$ cat src/rtl/wt_l15_req_arb_if.sv
// Request, L1.5 handshake and return-routing bundle shared by the I$/D$ arbiter and its environment.
interface wt_l15_req_arb_if #(
  parameter int TID_WIDTH = 2
);
  localparam int ReqWidth = 113 + TID_WIDTH;

  logic                icache_req_vld_i;
  logic                icache_req_rdy_o;
  logic [ReqWidth-1:0] icache_req_i;
  logic                dcache_req_vld_i;
  logic                dcache_req_rdy_o;
  logic [ReqWidth-1:0] dcache_req_i;

  logic                l15_val_o;
  logic [ReqWidth-1:0] l15_req_o;
  logic                l15_header_ack_i;
  logic                l15_rtrn_val_i;
  logic [3:0]          l15_returntype_i;
  logic                l15_req_ack_o;

  logic                icache_rtrn_vld_o;
  logic                dcache_rtrn_vld_o;
  logic [3:0]          icache_cnt_o;
  logic [3:0]          dcache_cnt_o;
  logic                err_o;

  modport slave (
    input  icache_req_vld_i, icache_req_i, dcache_req_vld_i, dcache_req_i,
    input  l15_header_ack_i, l15_rtrn_val_i, l15_returntype_i,
    output icache_req_rdy_o, dcache_req_rdy_o, l15_val_o, l15_req_o, l15_req_ack_o,
    output icache_rtrn_vld_o, dcache_rtrn_vld_o, icache_cnt_o, dcache_cnt_o, err_o
  );

  modport master (
    output icache_req_vld_i, icache_req_i, dcache_req_vld_i, dcache_req_i,
    output l15_header_ack_i, l15_rtrn_val_i, l15_returntype_i,
    input  icache_req_rdy_o, dcache_req_rdy_o, l15_val_o, l15_req_o, l15_req_ack_o,
    input  icache_rtrn_vld_o, dcache_rtrn_vld_o, icache_cnt_o, dcache_cnt_o, err_o
  );
endinterface

$ cat src/rtl/wt_l15_req_arb.sv
// Round-robin arbiter between I$ and D$ L1.5 requests with per-requester outstanding
// tracking, return routing and a sticky protocol-error flag.
module wt_l15_req_arb #(
  parameter int MAX_OUTSTANDING = 4,
  parameter int TID_WIDTH       = 2
) (
  input  logic            clk_i,
  input  logic            rst_i,
  wt_l15_req_arb_if.slave bus
);
  localparam int         ReqWidth  = 113 + TID_WIDTH;
  localparam logic [3:0] MaxCnt    = 4'(MAX_OUTSTANDING);
  localparam logic [3:0] LoadRet   = 4'b0000;
  localparam logic [3:0] IfillRet  = 4'b0001;
  localparam logic [3:0] EvictReq  = 4'b0011;
  localparam logic [3:0] StAck     = 4'b0100;
  localparam logic [3:0] IntRet    = 4'b0111;
  localparam logic [3:0] AtomicRes = 4'b1110;

  typedef enum logic {IDLE, ISSUE} state_e;

  state_e              state_q;
  logic                l15_val_q;
  logic [ReqWidth-1:0] l15_req_q;
  logic                dcache_prio_q;
  logic [3:0]          icache_cnt_q, icache_cnt_d;
  logic [3:0]          dcache_cnt_q, dcache_cnt_d;
  logic                err_q, err_d;

  logic icache_elig, dcache_elig, icache_gnt, dcache_gnt;
  logic icache_rtrn, dcache_rtrn, icache_dec, dcache_dec, rtrn_unknown;

  // Grants only happen in IDLE; on a tie the pointer picks whoever was not served last.
  always_comb begin
    icache_elig = !rst_i && (state_q == IDLE) && bus.icache_req_vld_i && (icache_cnt_q < MaxCnt);
    dcache_elig = !rst_i && (state_q == IDLE) && bus.dcache_req_vld_i && (dcache_cnt_q < MaxCnt);
    dcache_gnt  = dcache_elig && (dcache_prio_q || !icache_elig);
    icache_gnt  = icache_elig && !dcache_gnt;
  end

  always_comb begin
    icache_rtrn  = 1'b0;
    dcache_rtrn  = 1'b0;
    icache_dec   = 1'b0;
    dcache_dec   = 1'b0;
    rtrn_unknown = 1'b0;
    if (!rst_i && bus.l15_rtrn_val_i) begin
      case (bus.l15_returntype_i)
        IfillRet: begin
          icache_rtrn = 1'b1;
          icache_dec  = 1'b1;
        end
        LoadRet, StAck, IntRet, AtomicRes: begin
          dcache_rtrn = 1'b1;
          dcache_dec  = 1'b1;
        end
        EvictReq: dcache_rtrn  = 1'b1;
        default:  rtrn_unknown = 1'b1;
      endcase
    end
  end

  // A same-cycle grant and completion cancel; an underflowing completion is clamped at zero.
  function automatic logic [3:0] next_cnt(input logic [3:0] cnt, input logic inc, input logic dec);
    logic [3:0] nxt;
    nxt = cnt;
    if (inc && !dec) begin
      nxt = cnt + 4'd1;
    end else if (dec && !inc && (cnt != 4'd0)) begin
      nxt = cnt - 4'd1;
    end
    return nxt;
  endfunction

  always_comb begin
    icache_cnt_d = next_cnt(icache_cnt_q, icache_gnt, icache_dec);
    dcache_cnt_d = next_cnt(dcache_cnt_q, dcache_gnt, dcache_dec);
    err_d = err_q
          | rtrn_unknown
          | (icache_dec && (icache_cnt_q == 4'd0))
          | (dcache_dec && (dcache_cnt_q == 4'd0))
          | ((state_q == IDLE) && bus.l15_header_ack_i);
  end

  always_ff @(posedge clk_i) begin
    if (rst_i) begin
      state_q       <= IDLE;
      l15_val_q     <= 1'b0;
      l15_req_q     <= '0;
      dcache_prio_q <= 1'b1;
      icache_cnt_q  <= 4'd0;
      dcache_cnt_q  <= 4'd0;
      err_q         <= 1'b0;
    end else begin
      icache_cnt_q <= icache_cnt_d;
      dcache_cnt_q <= dcache_cnt_d;
      err_q        <= err_d;
      case (state_q)
        IDLE: begin
          if (icache_gnt || dcache_gnt) begin
            state_q       <= ISSUE;
            l15_val_q     <= 1'b1;
            l15_req_q     <= dcache_gnt ? bus.dcache_req_i : bus.icache_req_i;
            dcache_prio_q <= icache_gnt;
          end
        end
        ISSUE: begin
          if (bus.l15_header_ack_i) begin
            state_q   <= IDLE;
            l15_val_q <= 1'b0;
          end
        end
        default: begin
          state_q   <= IDLE;
          l15_val_q <= 1'b0;
        end
      endcase
    end
  end

  assign bus.icache_req_rdy_o  = icache_gnt;
  assign bus.dcache_req_rdy_o  = dcache_gnt;
  assign bus.l15_val_o         = l15_val_q;
  assign bus.l15_req_o         = l15_req_q;
  assign bus.l15_req_ack_o     = !rst_i && bus.l15_rtrn_val_i;
  assign bus.icache_rtrn_vld_o = icache_rtrn;
  assign bus.dcache_rtrn_vld_o = dcache_rtrn;
  assign bus.icache_cnt_o      = icache_cnt_q;
  assign bus.dcache_cnt_o      = dcache_cnt_q;
  assign bus.err_o             = err_q;
endmodule

$ cat src/flat_wrapper.sv
// flat-port wrapper written by rule: the top's interface ports become plain ports
module wt_l15_req_arb_flat 
#(
  parameter int MAX_OUTSTANDING = 4,
  parameter int TID_WIDTH       = 2
)
  (clk_i, rst_i, bus_icache_req_vld_i, bus_icache_req_i, bus_dcache_req_vld_i, bus_dcache_req_i, bus_l15_header_ack_i, bus_l15_rtrn_val_i, bus_l15_returntype_i, bus_icache_req_rdy_o, bus_dcache_req_rdy_o, bus_l15_val_o, bus_l15_req_o, bus_l15_req_ack_o, bus_icache_rtrn_vld_o, bus_dcache_rtrn_vld_o, bus_icache_cnt_o, bus_dcache_cnt_o, bus_err_o);
  wt_l15_req_arb_if #(.TID_WIDTH(TID_WIDTH)) bus_i ();
  input  logic clk_i;
  input  logic rst_i;
  input wire logic [$bits(bus_i.icache_req_vld_i)-1:0] bus_icache_req_vld_i;
  input wire logic [$bits(bus_i.icache_req_i)-1:0] bus_icache_req_i;
  input wire logic [$bits(bus_i.dcache_req_vld_i)-1:0] bus_dcache_req_vld_i;
  input wire logic [$bits(bus_i.dcache_req_i)-1:0] bus_dcache_req_i;
  input wire logic [$bits(bus_i.l15_header_ack_i)-1:0] bus_l15_header_ack_i;
  input wire logic [$bits(bus_i.l15_rtrn_val_i)-1:0] bus_l15_rtrn_val_i;
  input wire logic [$bits(bus_i.l15_returntype_i)-1:0] bus_l15_returntype_i;
  output wire logic [$bits(bus_i.icache_req_rdy_o)-1:0] bus_icache_req_rdy_o;
  output wire logic [$bits(bus_i.dcache_req_rdy_o)-1:0] bus_dcache_req_rdy_o;
  output wire logic [$bits(bus_i.l15_val_o)-1:0] bus_l15_val_o;
  output wire logic [$bits(bus_i.l15_req_o)-1:0] bus_l15_req_o;
  output wire logic [$bits(bus_i.l15_req_ack_o)-1:0] bus_l15_req_ack_o;
  output wire logic [$bits(bus_i.icache_rtrn_vld_o)-1:0] bus_icache_rtrn_vld_o;
  output wire logic [$bits(bus_i.dcache_rtrn_vld_o)-1:0] bus_dcache_rtrn_vld_o;
  output wire logic [$bits(bus_i.icache_cnt_o)-1:0] bus_icache_cnt_o;
  output wire logic [$bits(bus_i.dcache_cnt_o)-1:0] bus_dcache_cnt_o;
  output wire logic [$bits(bus_i.err_o)-1:0] bus_err_o;
  assign bus_i.icache_req_vld_i = bus_icache_req_vld_i;
  assign bus_i.icache_req_i = bus_icache_req_i;
  assign bus_i.dcache_req_vld_i = bus_dcache_req_vld_i;
  assign bus_i.dcache_req_i = bus_dcache_req_i;
  assign bus_i.l15_header_ack_i = bus_l15_header_ack_i;
  assign bus_i.l15_rtrn_val_i = bus_l15_rtrn_val_i;
  assign bus_i.l15_returntype_i = bus_l15_returntype_i;
  assign bus_icache_req_rdy_o = bus_i.icache_req_rdy_o;
  assign bus_dcache_req_rdy_o = bus_i.dcache_req_rdy_o;
  assign bus_l15_val_o = bus_i.l15_val_o;
  assign bus_l15_req_o = bus_i.l15_req_o;
  assign bus_l15_req_ack_o = bus_i.l15_req_ack_o;
  assign bus_icache_rtrn_vld_o = bus_i.icache_rtrn_vld_o;
  assign bus_dcache_rtrn_vld_o = bus_i.dcache_rtrn_vld_o;
  assign bus_icache_cnt_o = bus_i.icache_cnt_o;
  assign bus_dcache_cnt_o = bus_i.dcache_cnt_o;
  assign bus_err_o = bus_i.err_o;
  wt_l15_req_arb #(.MAX_OUTSTANDING(MAX_OUTSTANDING), .TID_WIDTH(TID_WIDTH)) u_core (.clk_i(clk_i), .rst_i(rst_i), .bus(bus_i));
endmodule
$ cat config.mk
export PLATFORM = sky130hd
export DESIGN_NAME = wt_l15_req_arb_flat
export DESIGN_NICKNAME = d
export VERILOG_FILES = /design/src/rtl/wt_l15_req_arb_if.sv /design/src/rtl/wt_l15_req_arb.sv /design/src/flat_wrapper.sv
export SDC_FILE = /design/constraint.sdc
export NUM_CORES = 1
export LEC_CHECK = 0
export CAP_MARGIN = 20
export CORE_AREA = 2 2 144 146
export DETAILED_ROUTE_END_ITERATION = 10
export DIE_AREA = 0 0 146 148
export MAX_ROUTING_LAYER = met4
export PLACE_DENSITY = 0.7
export SYNTH_ARGS = -nofsm -noshare
export SYNTH_HDL_FRONTEND = slang
export SYNTH_SLANG_ARGS = --single-unit
export TNS_END_PERCENT = 20
$ cat constraint.sdc
create_clock -name clk_i -period 4.7 [get_ports clk_i]
set_input_delay 0.94 -clock clk_i [delete_from_list [all_inputs] [get_ports clk_i]]
set_output_delay 0.94 -clock clk_i [all_outputs]
set_load 0.01 [all_outputs]
==> impl_metrics.csv <==
group,metric,value,unit
status,outcome,"complete, no violations",
power,p_clk_share,31.6,%
routing,num_vias,6461,
clock_tree,postCtsHoldBufs,0,
routing,drcViolationCount,0,
synthesis,muxShareOfSynthArea,1.12,%
synthesis,yosys.area.top_type,"dfxtp_1",
global_route,overflow,0,
sta,fmax,264,MHz
worst_setup_path,worstSetupPathType,"in -> out",
worst_setup_path,critical_path.top_delay_family,"buffers and inverters",
synthesis,synth_top_area_share,44.5,%
synthesis,synth_cell_type_count,39,
power,intPower,3.27,mW
finish,fillers,1950,
power,comb_power_share,37.5,%
floorplan,initial_core_util,28.5,%
worst_setup_path,critPathLaunchType,"input pin",
worst_setup_path,cp_data_arrival_time,2.85,ns
power,swShare,31.9,%
floorplan,die_area,21600,µm²
global_route,grt_use_total,18.9,%
global_route,grt_pass1_vias,6001,
worst_setup_path,cp.required,3.76,ns
sta,timing.final.crit_share,80.6,%
sta,rsz0062_at_grt,"false",
worst_setup_path,critPathCaptureType,"output port",
global_route,grt_max_degree,119,
finish,layout_common_cells,"clkdlybuf4s50_1 (368), nand2_1 (232), dfxtp_1 (127)",
sta,maxSlewViolCount,0,
placement,post-dp-hpwl,14.4,mm
routing,drtPass1Iterations,4,
synthesis,synth_xor_area_share,0.613,%
finish,layout_commonest_cell,"clkdlybuf4s50_1",
clock_tree,clockRootBuffer,"clkbuf_16",
clock_tree,path_clk_slew,0.06,ns
finish,antennaDiodeCount,0,
floorplan,die_h,148,µm
sta,tightest_slew,0.786,ns
worst_setup_path,max_stage_delay,0.50,ns
synthesis,synthAdderAreaFrac,1.58,%
sta,slew_headroom,47.6,%
worst_setup_path,path_cells,"clkdlybuf4s50_1, or3b_1, o2111ai_1, inv_1, clkdlybuf4s50_1",
min_path,hold_class,"reg -> reg",
worst_setup_path,crit_top_cell,"clkdlybuf4s50_1",
sta,finalClockSkew,0.00905,ns
worst_setup_path,path_buf_inv,3,
clock_tree,numClockSinks,127,
floorplan,core.rowCount,52,
routing,drt_iter0_markers,314,
power,power.density,468,nW/µm²
synthesis,synth_seq_cells,127,
clock_tree,ctsResizeCount,0,
floorplan,die-width,146,µm
synthesis,synth_area_leaders,"dfxtp_1 (44%), a311oi_1 (18%), nand2_1 (15%), nor2_1 (8.1%), buf_2 (2.6%)",
synthesis,synth-compound-area-share,20.4,%
sta,hold_viol_final,0,
sta,fin_tns_setup,0,ns
global_route,antenna_found_initial,0,
finish,nNetsFinal,1307,
synthesis,syn-num-nets,974,
synthesis,yosysSeqAreaShare,44.5,%
global_route,grt_pass1_wl,32.1,mm
clock_tree,cts_made_buffers,17,
synthesis,avgSynthCellArea,7.85,µm²
clock_tree,clk-insertion-delay-late,0.42,ns
finish,syn_to_final_growth,79.2,%
routing,finalWirelength,20.5,mm
floorplan,coreArea,20000,µm²
sta,layout_min_cycle_time,3.79,ns
routing,via_per_inst,4.81,
placement,gp_congestion,0.794,
clock_tree,post_cts_buffers,0,
power,power_switching,1.53,mW
power,peakVddDrop,262,µV
synthesis,syn-instance-count,728,
synthesis,syn_area,5720,µm²
placement,io_buffers,369,
clock_tree,cts_htree_levels,4,
synthesis,yosys_warnings,0,
synthesis,yosys.area_share.simple,26.5,%
clock_tree,clockBufferDepth,2,
worst_setup_path,crit_slowest_cell,"clkdlybuf4s50_1",
clock_tree,cts_tree,"yes",
floorplan,ioPinCount,370,
synthesis,synth_top_family_by_area,"simple AND/OR/NAND/NOR gates",
power,total_power,4.80,mW
sta,setup_viol,0,
power,p_seq_share,30.9,%
power,p_leak,3.85,nW
routing,antenna_left,0,
worst_setup_path,critPathMaxFanout,5,
run,maxCapViolations,0,
routing,wire_per_inst,15.3,µm
finish,drive_gt1_share,4.47,%
flip-flops by register name (all words and copies together), names as in the netlist:
name,cells
u_core.bus.dcache_cnt_o,4
u_core.bus.err_o,1
u_core.bus.icache_cnt_o,4
u_core.bus.l15_req_o,115
u_core.bus.l15_val_o,1
u_core.dcache_prio_q,1
u_core.state_q,1
cells in the mapped netlist:
| cell | number |
|---|---|
| nand2_1 | 232 |
| dfxtp_1 | 127 |
| nor2_1 | 123 |
| a311oi_1 | 115 |
| buf_2 | 30 |
| clkbuf_1 | 25 |
| a31oi_1 | 6 |
| buf_1 | 5 |
| mux2i_1 | 5 |
| nand2b_1 | 5 |
| ha_1 | 4 |
| inv_1 | 4 |
| a21o_1 | 3 |
| a21oi_1 | 3 |
| buf_4 | 3 |
| nor3_1 | 3 |
| nor3b_1 | 3 |
| o21a_1 | 3 |
| or2_2 | 3 |
| xnor2_1 | 3 |
| fa_1 | 2 |
| nand3b_1 | 2 |
| nand4b_1 | 2 |
| nor4_1 | 2 |
| a211oi_1 | 1 |
| a221oi_1 | 1 |
| inv_2 | 1 |
| mux2i_2 | 1 |
| nand3_1 | 1 |
| nand3_2 | 1 |
| o2111ai_1 | 1 |
| o211ai_1 | 1 |
| o21ai_0 | 1 |
| o31ai_4 | 1 |
| or3_1 | 1 |
| or3b_1 | 1 |
| or4_4 | 1 |
| or4b_1 | 1 |
| xor2_1 | 1 |
metrics by stage:
| stage | worst slack (ns) | hold slack, ns | utilization (%) | instance area (µm²) | cells |
|---|---|---|---|---|---|
| 6_report | 0.914 | 0.463 | 51.1 | 10200 | 1343 |
| 5_1_grt | 0.844 | 0.479 | 51.1 | 10200 | 1343 |
| 4_1_cts | 0.904 | 0.469 | 51.1 | 10200 | 1343 |
| 3_5_place_dp | 0.921 | 0.455 | 47.7 | 9570 | 1312 |
| 3_3_place_gp | 0.933 | 0.447 | 47.7 | 9570 | 1312 |
| 2_1_floorplan | 1.62 | 0.509 | - | 5720 | 728 |
logic make-up after synthesis:
| family | Yosys count |
|---|---|
| AOI/OAI and AO/OA | 136 |
| xor gates and xnor gates | 4 |
| DFF | 127 |
| buffers and inverters | 68 |
| adders and majority gates | 6 |
| and+or+nand+nor | 381 |
| muxes | 6 |
worst register-to-register path: cells and delay by family, from the launching register on:
family          cells  cell delay [ns]
flops               1             0.38
fa+ha+maj           1             0.28
compound gates      4             0.85
simple gates        4             1.14
cell type report:
class | count | area [µm²] | share of cell area, %
timing repair buffer | 377 | 3790 | 37.0
clock buffer | 18 | 439 | 4.29
tap | 270 | 338 | 3.30
sequential | 127 | 2540 | 24.8
inverter | 5 | 20.0 | 0.196
multi-input combinational | 533 | 2880 | 28.1
clock inverter | 13 | 235 | 2.30
final timing paths:
| path | from | endpoint | slack (ns) | cells past startpoint |
|---|---|---|---|---|
| setup reg to reg | u_core.state_q$_SDFF_PP0_ | u_core.bus.icache_cnt_o[3]$_SDFFE_PP0P_ | 1.92 | 9 |
| setup / recovery | bus_dcache_req_vld_i | bus_icache_req_rdy_o | 0.91 | 5 |
| hold / removal | u_core.bus.l15_val_o$_SDFFE_PP0P_ | u_core.bus.l15_val_o$_SDFFE_PP0P_ | 0.46 | 1 |
| hold reg to reg | u_core.bus.l15_val_o$_SDFFE_PP0P_ | u_core.bus.l15_val_o$_SDFFE_PP0P_ | 0.46 | 1 |
power groups by stage:
stage                     Clock, mW  Combinational [mW]  Sequential [mW]
final                          1.52                1.80             1.48
after CTS                      1.56                1.82             1.48
after global placement            0                1.80             1.50
after detailed placement          0                1.81             1.51
after floorplan                   0               0.816             1.61
after global routing           1.61                1.97             1.52
per-layer routing:
metal	share of wire, %	vias up	wire (µm)	GRT usage [%]
li1	-	3228	-	-
met3	8.7	31	1780	5.80
met2	47	277	9710	29.8
met5	0	-	0	-
met4	2.3	0	461	6.75
met1	42	2925	8530	23.0
No activity file was read; power rests on OpenSTA's default activity.
